==> src/rtl/seg7_scan_if.sv <==
// Bundle between the display controller and seg7_scan. The host drives enable, load
// and digit data through the master modport; the driver returns seg, an and digit_idx.
interface seg7_scan_if #(
  parameter int P_DIGITS = 4
);
  localparam int IDXW = (P_DIGITS > 1) ? $clog2(P_DIGITS) : 1;

  logic                  en;
  logic                  load;
  logic [4*P_DIGITS-1:0] data;
  logic [P_DIGITS-1:0]   dp;
  logic [P_DIGITS-1:0]   blank;
  logic [7:0]            seg;
  logic [P_DIGITS-1:0]   an;
  logic [IDXW-1:0]       digit_idx;

  modport master (
    output en, load, data, dp, blank,
    input  seg, an, digit_idx
  );

  modport slave (
    input  en, load, data, dp, blank,
    output seg, an, digit_idx
  );
endinterface

==> src/rtl/seg7_scan.sv <==
// seg7_scan: multiplexed 7-segment scan driver. seg/an are registered one cycle behind scan state.
// No backpressure exists; defining SEG7_SCAN_LZB_EN enables leading-zero blanking.
module seg7_scan #(
  parameter int P_DIGITS     = 4,
  parameter int P_SCAN_DIV   = 50000,
  parameter int P_DEAD       = 1,
  parameter bit P_AN_ACT_LOW = 1'b1
) (
  input logic        clk,
  input logic        rst,
  seg7_scan_if.slave bus
);
  localparam int IDXW = (P_DIGITS > 1) ? $clog2(P_DIGITS) : 1;
  localparam int PW   = $clog2(P_SCAN_DIV);
  localparam logic [P_DIGITS-1:0] AN_OFF = {P_DIGITS{P_AN_ACT_LOW}};

  logic [PW-1:0]         presc_q, presc_d;
  logic [IDXW-1:0]       idx_q, idx_d;
  logic [4*P_DIGITS-1:0] sh_data_q, sh_data_d;
  logic [P_DIGITS-1:0]   sh_dp_q, sh_dp_d;
  logic [P_DIGITS-1:0]   sh_blank_q, sh_blank_d;
  logic [7:0]            seg_q, seg_d;
  logic [P_DIGITS-1:0]   an_q, an_d;

  logic                  tc;
  logic                  in_dead;
  logic [P_DIGITS-1:0]   lz;
  logic [P_DIGITS-1:0]   an_act;
  logic [3:0]            sel_nib;
  logic                  sel_dp;
  logic                  sel_blank;
  logic                  sel_lz;

  function automatic logic [6:0] hex7(input logic [3:0] n);
    case (n)
      4'h0: hex7 = 7'h40;
      4'h1: hex7 = 7'h79;
      4'h2: hex7 = 7'h24;
      4'h3: hex7 = 7'h30;
      4'h4: hex7 = 7'h19;
      4'h5: hex7 = 7'h12;
      4'h6: hex7 = 7'h02;
      4'h7: hex7 = 7'h78;
      4'h8: hex7 = 7'h00;
      4'h9: hex7 = 7'h10;
      4'hA: hex7 = 7'h08;
      4'hB: hex7 = 7'h03;
      4'hC: hex7 = 7'h46;
      4'hD: hex7 = 7'h21;
      4'hE: hex7 = 7'h06;
      default: hex7 = 7'h0E;
    endcase
  endfunction

  assign tc = bus.en && (presc_q == PW'(P_SCAN_DIV - 1));

  generate
    if (P_DEAD == 0) begin : g_nodead
      assign in_dead = 1'b0;
    end else begin : g_dead
      assign in_dead = (presc_q < PW'(P_DEAD));
    end
  endgenerate

`ifdef SEG7_SCAN_LZB_EN
  // A digit is a leading zero when it and every digit above it are zero; digit 0 never is.
  logic lz_run;
  always_comb begin
    lz     = '0;
    lz_run = 1'b1;
    for (int i = P_DIGITS - 1; i >= 1; i--) begin
      lz_run = lz_run & (sh_data_q[4*i +: 4] == 4'h0);
      lz[i]  = lz_run;
    end
  end
`else
  assign lz = '0;
`endif

  always_comb begin
    presc_d    = presc_q;
    idx_d      = idx_q;
    sh_data_d  = sh_data_q;
    sh_dp_d    = sh_dp_q;
    sh_blank_d = sh_blank_q;
    if (bus.en) begin
      presc_d = tc ? '0 : presc_q + PW'(1);
    end
    if (tc) begin
      idx_d = (idx_q == IDXW'(P_DIGITS - 1)) ? '0 : idx_q + IDXW'(1);
    end
    if (bus.load) begin
      sh_data_d  = bus.data;
      sh_dp_d    = bus.dp;
      sh_blank_d = bus.blank;
    end
  end

  always_comb begin
    sel_nib   = 4'h0;
    sel_dp    = 1'b0;
    sel_blank = 1'b1;
    sel_lz    = 1'b0;
    an_act    = '0;
    for (int i = 0; i < P_DIGITS; i++) begin
      if (idx_q == IDXW'(i)) begin
        sel_nib   = sh_data_q[4*i +: 4];
        sel_dp    = sh_dp_q[i];
        sel_blank = sh_blank_q[i];
        sel_lz    = lz[i];
        an_act[i] = 1'b1;
      end
    end

    seg_d = 8'hFF;
    an_d  = AN_OFF;
    if (bus.en && !in_dead) begin
      an_d = P_AN_ACT_LOW ? ~an_act : an_act;
      if (sel_blank) begin
        seg_d = 8'hFF;
      end else if (sel_lz) begin
        seg_d = {~sel_dp, 7'h7F};
      end else begin
        seg_d = {~sel_dp, hex7(sel_nib)};
      end
    end
  end

  always_ff @(posedge clk) begin
    if (rst) begin
      presc_q    <= '0;
      idx_q      <= '0;
      sh_data_q  <= '0;
      sh_dp_q    <= '0;
      sh_blank_q <= '1;
      seg_q      <= 8'hFF;
      an_q       <= AN_OFF;
    end else begin
      presc_q    <= presc_d;
      idx_q      <= idx_d;
      sh_data_q  <= sh_data_d;
      sh_dp_q    <= sh_dp_d;
      sh_blank_q <= sh_blank_d;
      seg_q      <= seg_d;
      an_q       <= an_d;
    end
  end

  assign bus.seg       = seg_q;
  assign bus.an        = an_q;
  assign bus.digit_idx = idx_q;
endmodule

==> src/flat_wrapper.sv <==
// flat-port wrapper written by rule: the top's interface ports become plain ports
module seg7_scan_flat 
#(
  parameter int P_DIGITS     = 4,
  parameter int P_SCAN_DIV   = 50000,
  parameter int P_DEAD       = 1,
  parameter bit P_AN_ACT_LOW = 1'b1
)
  (clk, rst, bus_en, bus_load, bus_data, bus_dp, bus_blank, bus_seg, bus_an, bus_digit_idx);
  seg7_scan_if #(.P_DIGITS(P_DIGITS)) bus_i ();
  input logic clk;
  input logic rst;
  input wire logic [$bits(bus_i.en)-1:0] bus_en;
  input wire logic [$bits(bus_i.load)-1:0] bus_load;
  input wire logic [$bits(bus_i.data)-1:0] bus_data;
  input wire logic [$bits(bus_i.dp)-1:0] bus_dp;
  input wire logic [$bits(bus_i.blank)-1:0] bus_blank;
  output wire logic [$bits(bus_i.seg)-1:0] bus_seg;
  output wire logic [$bits(bus_i.an)-1:0] bus_an;
  output wire logic [$bits(bus_i.digit_idx)-1:0] bus_digit_idx;
  assign bus_i.en = bus_en;
  assign bus_i.load = bus_load;
  assign bus_i.data = bus_data;
  assign bus_i.dp = bus_dp;
  assign bus_i.blank = bus_blank;
  assign bus_seg = bus_i.seg;
  assign bus_an = bus_i.an;
  assign bus_digit_idx = bus_i.digit_idx;
  seg7_scan #(.P_DIGITS(P_DIGITS), .P_SCAN_DIV(P_SCAN_DIV), .P_DEAD(P_DEAD), .P_AN_ACT_LOW(P_AN_ACT_LOW)) u_core (.clk(clk), .rst(rst), .bus(bus_i));
endmodule
==> config.mk <==
export PLATFORM = sky130hd
export DESIGN_NAME = seg7_scan_flat
export DESIGN_NICKNAME = d
export VERILOG_FILES = /design/src/rtl/seg7_scan_if.sv /design/src/rtl/seg7_scan.sv /design/src/flat_wrapper.sv
export SDC_FILE = /design/constraint.sdc
export NUM_CORES = 1
export LEC_CHECK = 0
export CORE_MARGIN = 4
export CORE_UTILIZATION = 48
export DETAILED_ROUTE_END_ITERATION = 7
export GPL_TIMING_DRIVEN = 0
export PLACE_DENSITY = 0.75
export SETUP_SLACK_MARGIN = 0.02
export SKIP_CTS_REPAIR_TIMING = 1
export SKIP_LAST_GASP = 1
export SYNTH_ARGS = -nofsm -noshare
export SYNTH_HDL_FRONTEND = slang
export SYNTH_SLANG_ARGS = --single-unit
==> constraint.sdc <==
create_clock -name clk -period 2.25 [get_ports clk]
set_input_delay 0.3375 -clock clk [delete_from_list [all_inputs] [get_ports clk]]
set_output_delay 0.3375 -clock clk [all_outputs]
set_load 0.02 [all_outputs]
; After elaboration in Yosys (flattened, before gate mapping)
; Memory sizes are Yosys's and may differ from the RTL's. A register that Yosys moved wholly into a read port is not among the register bits.
; Index checks and enable logic that the tools add are counted.
[totals]
regBits = 54
romBits = 112
out_inout_bits = 14
elab_cells = 42
mem_count = 1
[memory_table]
columns = memory, words, word_bits, read_ports, rd_clocked_by_memory_dff, write_ports, line_no
row1 = (no name shown), 16, 7, 1, 1, 0, seg7_scan.sv:35  ; case (n)
[op_classes]
n_addsub = 2
order_cmp = 1
n_eq_ne = 4
mux = 18
bitwise_logic = 3
n_reduce_logical = 6
[ops]
columns = cell, n
row1 = adder 16 x 1 -> 16 bit (second input constant), 1
row2 = == test 16 bit (second input constant), 1
row3 = less-than comparator 16 x 1 -> 1 bit (second input constant), 1
row4 = 2-to-1 mux 16 bit, 1
row5 = 2-to-1 mux 4 bit, 4
row6 = 2-to-1 mux 1 bit, 12
row7 = == test 2 bit (second input constant), 2
row8 = inverter 4 bit, 1
row9 = OR reduction 3 bit, 1
row10 = adder 2 x 1 -> 2 bit (second input constant), 1
row11 = == test 2 x 1 -> 1 bit (second input constant), 1
row12 = logical AND 1 bit, 2
row13 = zero test 2 bit, 1
row14 = 2-to-1 mux 2 bit, 1
row15 = inverter 1 bit, 2
row16 = OR reduction 2 bit, 1
row17 = zero test 1 bit, 1

; Logic depth before layout (Yosys ltp)
[logic_depth]
word_depth = 6
ltp_mapped = 10

; Worst setup path before layout
; No wires, ideal clock.
[synth_timing]
path_kind = reg2reg
start = register u_core.idx_q[0] (netlist: u_core.bus.digit_idx[0])
end = register u_core.seg_q[5] (netlist: u_core.bus.seg[5])
setup_time_ns = 0.122
arrival_time_ns = 2.167
required_ns = 2.128
slack_ns = -0.038
stages_incl_launch_ff = 11
path_buffers = 1
synth_period_minus_slack_ns = 2.288
path_cell_list = dfxtp_1 -> inv_1 -> ha_1 -> clkbuf_1 -> a211oi_1 -> a211o_1 -> inv_1 -> ha_1 -> nor2_1 -> a21oi_1 -> a221o_1
[synth_between]
elab_chain_cells = 6
elab_cells_between_ends = 13
cone_classes = eq/ne (3) / mux (8) / reduce/logical (2)
[synth_rtl]
columns = item, line_no
row1 = "start, declared", seg7_scan.sv:18  ; logic [IDXW-1:0] idx_q, idx_d;
row2 = "start signal, assigned", seg7_scan.sv:140  ; idx_q <= idx_d;
row3 = zero test 2 bit, seg7_scan.sv:106  ; if (idx_q == IDXW'(i)) begin
row4 = 2-to-1 mux 1 bit (4 in series), seg7_scan.sv:106
row5 = OR reduction 3 bit (no line), -
row6 = "end, declared", seg7_scan.sv:22  ; logic [7:0] seg_q, seg_d;
; Several ways; a longest one is shown, not always the timed one.
; A chain may end at the register's enable or synchronous reset.

; Final worst setup path
; Same ends and word-level chain as after synthesis.

==> impl_metrics.py <==
metrics = {
    "logic_synthesis": {
        "synth.yosys.warnings": 0,
        "synth_edf_count": 0,
        "ys.flop_type": "dfxtp_1",
        "synth_cells": 279,
        "async_reset_ff_share_pct": 0,
        "synth_cell_types": 40,
        "synth_seq_area_share_pct": 42.7,
        "avgSynthCellArea_um2": 9.08,
        "synth_nets": 319,
        "netlist_area_um2": 2530,
        "ys_seq_elements": 54,
    },
    "layout": {
        "fin_nets": 367,
        "design_area_um2": 3210,
        "diodes": 0,
        "fin_cells": 398,
        "fillers": 451,
        "area_growth_pct": 26.6,
        "drive_gt1_share_pct": 10.7,
    },
    "power_and_ir_drop": {
        "p_leak_uw": 0.00126,
        "ir_drop_uv": 314,
        "power.density_nw_per_um2": 575,
    },
    "route": {
        "wl_per_cell_um": 13.6,
        "ant_nets": 0,
        "drt_first_pass_iters": 4,
        "drc": 0,
        "wl_mm": 5.42,
        "route.vias.total": 2058,
        "drtIter0Drc": 83,
        "avgViaCountPerCell": 5.17,
    },
    "timing": {
        "fin_ws_ns": 0.0873,
        "finalCritPeriodShare_pct": 96.1,
        "slew_viol_final": 0,
        "hold_violations": 0,
        "skew_ns": 0.0117,
        "max-slew-margin-rel_pct": 57.9,
        "max_freq_mhz": 462,
        "totalNegativeSetupSlack_ns": 0,
        "period_needed_ns": 2.16,
        "worst-slew-pin-transition_ns": 0.631,
        "setup_violations": 0,
    },
    "placed_design": {
        "port_buffers": 40,
        "post-place-cells": 389,
        "place_ws_ns": -0.157,
        "gp_congestion": 0.857,
        "dpl.hpwl_mm": 3.96,
        "place_area_um2": 3020,
    },
    "global_routing": {
        "grt.busiest_layer": "met2",
        "overflow": 0,
        "grt_util_met2_pct": 30.6,
        "use_met1_pct": 20.8,
        "track_usage_pct": 17.6,
        "gr-usage-met3_pct": 3.36,
        "antenna_found_initial": 0,
        "grt_pass1_wl_mm": 8.92,
        "first_global_vias": 1998,
        "grt_max_degree": 17,
    },
    "worst_hold_path": {
        "min_path_type": "reg2reg",
        "hp-start": "u_core.sh_dp_q[3]$_SDFFE_PP0P_",
    },
    "critical_path": {
        "worstPathRequired_ns": 2.45,
        "startpoint_type": "register",
        "critPathMaxFanout": 10,
        "worstSetupEndpointType": "register",
        "critical_path_arrival_ns": 2.37,
        "crit_path_start": "u_core.bus.digit_idx[0]$_SDFFE_PP0N_",
        "r2r-start": "u_core.bus.digit_idx[0]$_SDFFE_PP0N_",
        "critPathKind": "reg2reg",
    },
    "clock_network": {
        "cts.path.max_buffers": 2,
        "cts_tree": "yes",
        "numCtsBuffers": 5,
        "cts-root-buf": "clkbuf_8",
        "path_clk_slew_ns": 0.10,
        "clk_latency_ns": 0.31,
        "cts.sinks": 54,
        "cts_max_level": 2,
    },
    "floorplan": {
        "die_area_um2": 6500,
        "io_pins": 42,
        "core_area_um2": 5110,
        "start_util_pct": 49.6,
        "fp-row-count": 26,
        "dieHeight_um": 80.6,
        "die_w_um": 80.6,
    },
    "run": {
        "cap_violations": 0,
    },
    "run_status": {
        "status": "completed",
    },
}
-- synthesized netlist by cell type, types with 2 or more instances --
cell      count  share of area (%)
a211o_1       6                2.1
a211oi_1      3               0.89
a21oi_1       6                1.2
a221o_1       3                1.2
a311o_1       2               0.79
a311oi_1      2               0.69
and2_1        3               0.74
and3_1        3               0.74
and4_1        2               0.69
buf_1         2               0.30
buf_2         4               0.79
buf_6         2               0.89
clkbuf_1      7                1.0
dfxtp_1      54                 43
ha_1         12                5.9
inv_1         8                1.2
mux2i_1      22                8.7
nand2_1      26                3.9
nand3_1       4               0.79
nand3b_1      6                1.8
nand4_1       4               0.99
nor2_1       47                7.0
nor2_2        2               0.49
nor2b_1      10                2.5
nor3_1        4               0.79
nor3b_1       4                1.2
nor4_1        2               0.49
o21ai_0       5               0.99
xnor2_1       8                2.8
xor2_1        6                2.1
-- flip-flops by register name, summed over array words and instances (netlist names) --
name,cells
u_core.sh_dp_q,4
u_core.sh_blank_q,4
u_core.bus.an,4
u_core.bus.digit_idx,2
u_core.presc_q,16
u_core.bus.seg,8
u_core.sh_data_q,16
-- where the power goes --
part / internal (µW) / switching [µW]
clock: 332 / 309
combinational: 109 / 91.6
sequential: 984 / 18.6
-- routing by layer --
| metal | part of all wire (%) | vias up |
|---|---|---|
| li1 | - | 1048 |
| met1 | 45 | 949 |
| met2 | 49 | 50 |
| met3 | 4.0 | 11 |
| met4 | 2.1 | 0 |
| met5 | 0 | - |
-- cell usage in the layout, fill, tap and decap left out, types with 2 or more instances in the layout --
cell type,netlist,routed
and2_1,3,3
a21oi_1,6,6
a221o_1,3,3
clkbuf_8,0,5
o21ai_0,5,5
xor2_1,6,6
a211o_1,6,5
nor2b_1,10,10
a211oi_2,0,2
ha_2,0,3
mux2i_1,22,22
xnor2_1,8,8
buf_6,2,3
nor3_1,4,4
nor2_2,2,4
clkdlybuf4s50_1,0,40
buf_4,0,3
a311oi_2,0,2
nor2_1,47,45
nor4_1,2,2
inv_1,8,7
and3_1,3,3
buf_2,4,2
dfxtp_4,0,2
nand4_1,4,4
nor3b_1,4,4
ha_1,12,9
clkbuf_1,7,6
buf_1,2,2
nand3_1,4,4
nand3b_1,6,6
dfxtp_1,54,52
and4_1,2,2
nand2_1,26,26
-- area by class of cell --
class                           count  area (µm²)  share of cell area, %
Multi-Input combinational cell    201        1370                   42.7
Inverter                            8        30.0                  0.936
Timing Repair Buffer               42         415                   13.0
Clock buffer                        6        72.6                   2.26
Buffer                             15         105                   3.28
Sequential cell                    54        1090                   33.9
Tap cell                           70        87.6                   2.73
Clock inverter                      2        37.5                   1.17
-- critical path: stages (launching register included) --
cell and delay [ns]:
dfxtp_4 0.37, ha_2 0.24, clkbuf_4 0.21, nor3b_1 0.23
a211o_1 0.22, inv_2 0.09, ha_2 0.22, nor2_2 0.14
a21oi_1 0.05, a221o_1 0.28
-- through the flow --
step / hold slack, ns / power (µW) / util (%)
floorplan: 0.455 / 1140 / -
global placement: 0.473 / 1220 / 59.2
detailed placement: 0.484 / 1220 / 59.2
CTS: 0.510 / 1860 / 61.3
global route: 0.521 / 1930 / 62.8
finish: 0.509 / 1850 / 62.8
-- path summary, 6_finish.rpt --
| kind | to | slack, ns | depth (start not counted) |
|---|---|---|---|
| max | u_core.bus.seg[5]$_SDFF_PP1_ | 0.09 | 9 |
| min | u_core.sh_dp_q[3]$_SDFFE_PP0P_ | 0.51 | 2 |
| max reg2reg | u_core.bus.seg[5]$_SDFF_PP1_ | 0.09 | 9 |
| min reg2reg | u_core.sh_dp_q[3]$_SDFFE_PP0P_ | 0.51 | 2 |
-- cell families (layout without fill, tap and decap cells) --
group,after synthesis,in the layout,share of synthesized area (%)
compound gates,31,31,9.04
xor+xnor,14,14,4.84
fa+ha+maj,12,12,5.93
buf+inv,24,73,4.99
flops,54,54,42.7
mux,23,23,9.14
simple gates,121,121,23.4
Power figures use the tool's default switching activity.
